$ cat src/rtl/partial_perm_unranker.sv
// Sequential K-of-N partial-permutation unranker: accepts a rank (or a step
// request), decodes one slot per cycle, and holds the lexicographic arrangement.
package partial_perm_unranker_pkg;

   function automatic int ppu_falling(input int n, input int k);
      int p;
      p = 1;
      for (int i = 0; i < k; i++) p = p * (n - i);
      return p;
   endfunction

   // Place value of slot j: arrangements of the slots to its right.
   function automatic int ppu_place(input int n, input int k, input int j);
      int p;
      p = 1;
      for (int i = j + 1; i < k; i++) p = p * (n - i);
      return p;
   endfunction

endpackage

module partial_perm_unranker
   import partial_perm_unranker_pkg::*;
#(
   parameter int N = 4,
   parameter int K = 3,
   localparam int TOTAL = ppu_falling(N, K),
   localparam int IDX_W = $clog2(TOTAL),
   localparam int EL_W  = $clog2(N)
) (
   input  logic                      clk,
   input  logic                      rst,
   input  logic                      in_valid,
   output logic                      in_ready,
   input  logic                      in_mode,
   input  logic [IDX_W-1:0]          in_index,
   output logic                      out_valid,
   input  logic                      out_ready,
   output logic [K-1:0][EL_W-1:0]    out_perm,
   output logic                      out_err,
   output logic                      out_wrap,
   output logic [1:0]                dbg_state
);

   // Handshake: a transfer happens on a rising edge where valid and ready are
   // both high; valid may not depend on ready, and in_valid must be held until
   // in_ready is seen.

   localparam int SLOT_W = (K > 1) ? $clog2(K) : 1;

   typedef enum logic [1:0] {IDLE, DECODE, HOLD} state_t;

   state_t                    state;
   logic [SLOT_W-1:0]         slot;
   logic [31:0]               rem;
   logic [N-1:0]              used;
   logic [IDX_W-1:0]          last_rank;

   logic [31:0]               cap_rank;
   logic                      cap_err;
   logic                      cap_wrap;
   logic [31:0]               sub;
   int                        digit;
   int                        cnt;
   logic [EL_W-1:0]           sel;
   logic [K-1:0][EL_W-1:0]    ident;

   assign in_ready  = (state == IDLE) && !rst;
   assign dbg_state = state;

   always_comb begin
      ident = '0;
      for (int j = 0; j < K; j++) ident[j] = EL_W'(j);
   end

   // Rank to decode for the request currently offered.
   always_comb begin
      cap_rank = '0;
      cap_err  = 1'b0;
      cap_wrap = 1'b0;
      if (in_mode) begin
         if (last_rank == IDX_W'(TOTAL - 1)) begin
            cap_wrap = 1'b1;
         end else begin
            cap_rank = 32'(last_rank) + 32'd1;
         end
      end else begin
         cap_rank = 32'(in_index);
         cap_err  = (cap_rank >= 32'(TOTAL));
      end
   end

   // Digit by compare chain against constant multiples of the slot's place
   // value, then pick the digit-th smallest element still free.
   always_comb begin
      digit = 0;
      sub   = '0;
      sel   = '0;
      cnt   = 0;
      for (int s = 0; s < K; s++) begin
         if (slot == SLOT_W'(s)) begin
            for (int d = 0; d < N - s; d++) begin
               if (rem >= 32'(d * ppu_place(N, K, s))) begin
                  digit = d;
                  sub   = 32'(d * ppu_place(N, K, s));
               end
            end
         end
      end
      for (int e = 0; e < N; e++) begin
         if (!used[e]) begin
            if (cnt == digit) sel = EL_W'(e);
            cnt = cnt + 1;
         end
      end
   end

   always_ff @(posedge clk) begin
      if (rst) begin
         state     <= IDLE;
         slot      <= '0;
         rem       <= '0;
         used      <= '0;
         last_rank <= IDX_W'(TOTAL - 1);
         out_valid <= 1'b0;
         out_err   <= 1'b0;
         out_wrap  <= 1'b0;
         out_perm  <= ident;
      end else begin
         case (state)
            IDLE: begin
               if (in_valid) begin
                  state    <= DECODE;
                  slot     <= '0;
                  used     <= '0;
                  rem      <= cap_rank;
                  out_perm <= ident;
                  out_err  <= cap_err;
                  out_wrap <= cap_wrap;
                  if (!cap_err) last_rank <= IDX_W'(cap_rank);
               end
            end
            DECODE: begin
               // Error requests still spend K cycles but keep the identity.
               if (!out_err) begin
                  out_perm[slot] <= sel;
                  used[sel]      <= 1'b1;
                  rem            <= rem - sub;
               end
               if (slot == SLOT_W'(K - 1)) begin
                  state     <= HOLD;
                  out_valid <= 1'b1;
               end else begin
                  slot <= slot + 1'b1;
               end
            end
            HOLD: begin
               if (out_ready) begin
                  state     <= IDLE;
                  out_valid <= 1'b0;
               end
            end
            default: state <= IDLE;
         endcase
      end
   end

endmodule

$ cat config.mk
export PLATFORM = sky130hd
export DESIGN_NAME = partial_perm_unranker
export DESIGN_NICKNAME = d
export VERILOG_FILES = /design/src/rtl/partial_perm_unranker.sv
export SDC_FILE = /design/constraint.sdc
export NUM_CORES = 1
export LEC_CHECK = 0
export ABC_CLOCK_PERIOD_IN_PS = 4400
export CAP_MARGIN = 20
export CORE_UTILIZATION = 59
export CTS_CLUSTER_DIAMETER = 150
export DETAILED_ROUTE_END_ITERATION = 6
export MAX_ROUTING_LAYER = met4
export PLACE_DENSITY = 0.8
export RECOVER_POWER = 50
export SLEW_MARGIN = 20
export SYNTH_ARGS = -nofsm -noshare
export SYNTH_HDL_FRONTEND = slang
export SYNTH_SLANG_ARGS = --single-unit
$ cat constraint.sdc
create_clock -name clk -period 4.4 [get_ports clk]
set_clock_uncertainty 0.2 [all_clocks]
set_input_delay 0.88 -clock clk [delete_from_list [all_inputs] [get_ports clk]]
set_output_delay 0.88 -clock clk [all_outputs]
set_load 0.05 [all_outputs]
* Yosys cells after proc, flatten, opt, wreduce, memory -nomap -nowiden
Cells that the tools add are included.
Storage, ports and cells: register bits after elaboration 54, input bits 10, output and inout bits 12, logic and storage cells 117
Cells by class: add/sub/neg operators 5, $lt $le $gt $ge 12, equal/unequal tests 13, mux-type cells 60, bitwise gates (word level) 2, reduce and logical (&&, ||, !) cells 14
Operators with widths (count):
- 32-bit 2-to-1 mux | 25
- 32-bit == test | 3
- 32-bit by 2-bit adder with 32-bit output, second input constant | 2
- 32-bit by 1-bit >= comparator with 1-bit output, second input constant | 2
- 32-bit by 3-bit >= comparator with 1-bit output, second input constant | 2
- 32-bit one-hot mux with 2 select lines | 1
- 32-bit by 2-bit >= comparator with 1-bit output, second input constant | 1
- 32-bit by 4-bit >= comparator with 1-bit output, second input constant | 1
- 32-bit by 5-bit >= comparator with 1-bit output, second input constant | 1
- 32-bit subtractor | 1
- 2-bit 2-to-1 mux | 10
- 6-bit 2-to-1 mux | 3
- 3-bit AND reduction | 5
- 6-bit one-hot mux with 2 select lines | 1
- 1-bit 2-to-1 mux | 10
- 2-bit inequality test, second input constant | 5
- 4-bit 2-to-1 mux | 2
- 4-bit one-hot mux with 2 select lines | 1
- 5-bit by 1-bit adder with 6-bit output, second input constant | 1
- 6-bit bitwise mux | 1
- 2-bit by 3-bit less-than comparator with 1-bit output, second input constant | 2
- 2-bit one-hot mux with 3 select lines | 1
- 5-bit == test, second input constant | 1
- 5-bit >= comparator, second input constant | 1
- 16 further kinds | 23

* Depth between registers and ports, before layout
word-level depth 26, mapped depth 17, depth with buffers taken out 16

* Least setup slack after synthesis
Ideal clock, no wire load.
path type register to register, start register rem[10], end register rem[28], setup time 0.128 ns, data arrival time 3.768 ns, data required time 4.072 ns, setup slack 0.304 ns, cell stages (with the launch flop) 15, period minus slack after synthesis 4.096 ns, cell sequence dfxtp_1 > or4_4 > nor4_4 > nand2_2 > or2_2 > o31a_1 > fa_1 > a21oi_1 > o21bai_1 > a2111oi_4 > nand2_1 > nor3_1 > nand2_1 > xor2_1 > nor2_1
On the way: longest elaborated chain between the ends 15, elaborated cells on any way between the ends 21, those cells by class 1 x add/sub; 7 x order compare; 13 x mux
RTL lines:
- start, declared | RTL line 55 | logic [31:0] rem;
- start signal, assigned | RTL line 136 | rem <= cap_rank;
- start signal, assigned | RTL line 148 | rem <= rem - sub;
- 32-bit by 3-bit >= comparator with 1-bit output | RTL line 103 | if (rem >= 32'(d * ppu_place(N, K, s))) begin
- 3-bit 2-to-1 mux | RTL line 103
- 32-bit 2-to-1 mux (2 in series) | RTL line 103
- 32-bit 2-to-1 mux | RTL line 101 | if (slot == SLOT_W'(s)) begin
- 32-bit 2-to-1 mux (3 in series) | RTL line 103
- 32-bit 2-to-1 mux | RTL line 101
- 32-bit 2-to-1 mux (2 in series) | RTL line 103
- 32-bit 2-to-1 mux | RTL line 101
- 32-bit subtractor * | RTL line 148
- 32-bit 2-to-1 mux * | RTL line 145 | if (!out_err) begin
- 32-bit one-hot mux with 2 select lines * | RTL line 130 | case (state)
Every way passes the cells marked *; elsewhere a longest branch is shown, timed or not. The select of a mux whose other input is x is not followed. A chain may end at the register's enable or synchronous reset.

* Worst setup path in the final report
start register rem[30], end register rem[28]
On the way: longest elaborated chain between the ends 15, elaborated cells on any way between the ends 21, those cells by class 1 x add/sub; 7 x order compare; 13 x mux
RTL lines (RTL line):
- 32-bit by 3-bit >= comparator with 1-bit output | 103
- 3-bit 2-to-1 mux | 103
- 32-bit 2-to-1 mux (2 in series) | 103
- 32-bit 2-to-1 mux | 101
- 32-bit 2-to-1 mux (3 in series) | 103
- 32-bit 2-to-1 mux | 101
- 32-bit 2-to-1 mux (2 in series) | 103
- 32-bit 2-to-1 mux * | 101
- 32-bit subtractor * | 148
- 32-bit 2-to-1 mux * | 145
- 32-bit one-hot mux with 2 select lines * | 130
Marks and branches as above.

==> summary.txt <==
Post-synth ARST share: 0%
Via count of the first global-routing pass: 2,509
Grt total ovfl: 0
Layout area overhead: 14.5%
Max-slew violation count: 0
Most common cell after layout, fill and taps aside: nor2_1
Initial antenna violation count: 0
Post-route setup slack: 0.136 ns
WHS: 0.282 ns
Reg2Reg Depth: 16
Cell Area, Placed: 3440 um^2
Number of nets with antenna violations after routing: 0
Max-cap viol count: 0
Post-Synth XOR/XNOR Area: 7.78%
Design Area, Final: 3610 um^2
Post-synthesis simple-gate area fraction: 26.8%
Worst skew pair latency: 0.31 ns
Clock transition at path regs: 0.10 ns
Cell Area, Synth: 3150 um^2
Mapped Cells: 391
Post-synth EDFFs: 0
Crit. End Element: flip-flop
Cell Chain, Critical Path: or4_4 -> nor4_4 -> and3_4 -> nand2_1 -> nor4_2 -> a21oi_1 -> or2_2 -> ha_4 -> a21oi_2 -> o21bai_2 -> a2111oi_4 -> nand2_2 -> nor3_4 -> nand2_1 -> xor2_1 -> nor2_1
Hold path cells: 2
Top cells by area, synth: dfxtp_1 (34%), nor2_1 (8.2%), xnor2_1 (4.4%), ha_1 (4.4%), a21oi_1 (3.7%)
Synth warn: 0
Root Buffer: clkbuf_8
Crit path required time: 4.36 ns
Slowest-stage cell, CP: or4_4
Area leader, netlist: dfxtp_1
WP data arrival: 4.22 ns
Initial Util: 61.3%
Bufs on Longest Clock Path: 2
Multiplexer share of the synthesized area: 2.18%
Rows: 26
Worst r2r src: rem[30]
Synth Area per Inst: 8.06 um^2
Main combinational cell family by area after synthesis: simple AND/OR/NAND/NOR gates
Fin crit share: 96.9%
R2R Path End: rem[28]
Layout Nets: 435
Port Buffer Count: 21
FF+latch count, synth: 54
Routability cong.: 0.847
Hpwl dp: 5.08 mm
Outcome: complete, no violations
Synth Area in Adders: 5.00%
Core area: 5140 um^2
Main flop type after synthesis: dfxtp_1
Sequential-to-total area share from yosys stat: 34.3%
Worst path most repeated cell: nand2_1
Syn nets: 413
HP Start: out_perm[4]
Final hold vios: 0
# IOs: 22
Die Area: 5640 um^2
TritonCTS buffer count: 5
Overall Global Routing Usage: 27.1%
Max Freq: 235 MHz
CTS Sinks: 54
Routed length per instance: 15.0 um
Total wire length: 7.25 mm
Reg2Reg Setup Slack: 0.14 ns
Commonest non-fill, non-tap cells in the layout: nor2_1 (68), dfxtp_1 (53), nand2_1 (29)
Largest net degree at the start of global routing: 31
First-pass GRT wire length: 11.3 mm
Setup CP Type: flip-flop to flip-flop
CTS tree: built
Worst-Margin Slew: 1.24 ns
Final core utilization: 70.2%
Die X: 75.1 um
Die H: 75.1 um
Vias per std cell: 5.95
Drt drc: 0
H-Tree Depth: 2
Tmin final: 4.26 ns
Worst-path fanout max: 5
Slew HR: 17.5%
Crit start category: flip-flop
Endpoints failing setup: 0
Share of layout cells above drive strength 1: 10.6%
Hold Crit Class: flip-flop to flip-flop
Antenna cells: 0
Vias: 2,880
Detailed Routing Iterations Pass 1: 6
Complex-gate fraction of the synthesized area: 19.9%
Initial DRC count: 192
Yosys top cell area share: 34.3%
Slowest stage delay, CP: 0.53 ns
Library cells used by synthesis: 55
Worst Hold End: out_perm[4]
Setup WS pre-CTS: 0.0384 ns
[worst max-delay path: cells and delay by family (launching register included)]
kind                     cells  cell delay (ns)
flip-flops                   1             0.36
AND/OR/NAND/NOR             10             2.40
XOR/XNOR                     1             0.20
adder cells (fa/ha/maj)      1             0.24
AO/OA/AOI/OAI                4             0.70
[registers in the layout, summed over array words and instances, names as in the netlist]
name / flops
out_err: 1
last_rank: 5
rem: 32
out_valid: 1
out_perm: 6
out_wrap: 1
dbg_state: 2
slot: 2
used: 4
[Yosys cell counts, types with 2 or more instances]
library cell,number
nand2_1,30
nand2b_1,7
nand3_1,6
o31ai_1,2
nand4_1,2
or3_1,6
inv_1,19
nor3_1,12
xnor2_1,16
or4_1,5
a32o_1,2
xor2_1,12
nor2b_1,2
or2_2,5
a21oi_1,23
and3_1,3
clkbuf_1,12
mux2_2,3
o32ai_1,2
or4_4,2
nor4_4,2
a22o_1,2
dfxtp_1,54
nor3b_1,3
ha_1,11
a211o_1,5
o211ai_1,4
o22ai_1,3
buf_1,2
and2_1,2
mux2i_1,2
a211oi_1,4
a22oi_1,7
a31oi_1,4
nand3b_1,3
o21ai_0,17
nor4_1,8
o21bai_1,2
nor2_1,69
[layout make-up]
cell class                 count  area, um^2
clock buffer                   5        68.8
clock inverter                 3        45.0
fill                         435        1530
inverter                      19        71.3
multi-input combinational    303        1980
sequential                    54        1080
tap                           70        87.6
timing repair buffer          30         274
[worst max-delay path by stage]
| stage | from | end | slack, ns | cells after the start |
|---|---|---|---|---|
| 2_1_floorplan | rem[10] | rem[28] | 0.30 | 14 |
| 3_3_place_gp | rem[10] | rem[28] | 0.20 | 16 |
| 3_5_place_dp | rem[10] | rem[28] | 0.04 | 16 |
| 4_1_cts | rem[10] | rem[28] | 0.02 | 16 |
| 5_1_grt | rem[10] | rem[28] | -0.04 | 16 |
| 6_report | rem[30] | rem[28] | 0.14 | 16 |
[logic make-up (layout without fill, tap and decap cells)]
logic type                 count (synthesis)  in the layout
xor gates and xnor gates                  28             28
DFF                                       54             54
and+or+nand+nor                          169            169
buffers and inverters                     34             57
muxes                                      6              6
AOI/OAI and AO/OA                         88             88
adders and majority gates                 12             12
[metal layers]
metal	global-route usage (%)	vias to the layer above	wire length [um]
li1	-	1426	-
met1	33.7	1363	3320
met2	44.1	76	3520
met3	5.35	15	277
met4	8.81	0	127
met5	-	-	0
[what timing repair did]
action                                 in CTS  in global routing
resized for setup                           1                 14
hold buffers                                0                  0
setup endpoints to repair                   1                 12
setup buffers                               0                  3
endpoints found under the hold margin       0                  0
pin swaps                                   0                  7
[metrics by stage]
stage	std cells	setup TNS [ns]
4_1_cts	481	0
2_1_floorplan	391	0
6_report	484	0
3_5_place_dp	473	0
3_3_place_gp	473	0
5_1_grt	484	-0.0442
Power is left out: the tool's default activity adds up to more than one toggle a clock period on the data nets, which glitch-free logic cannot reach.
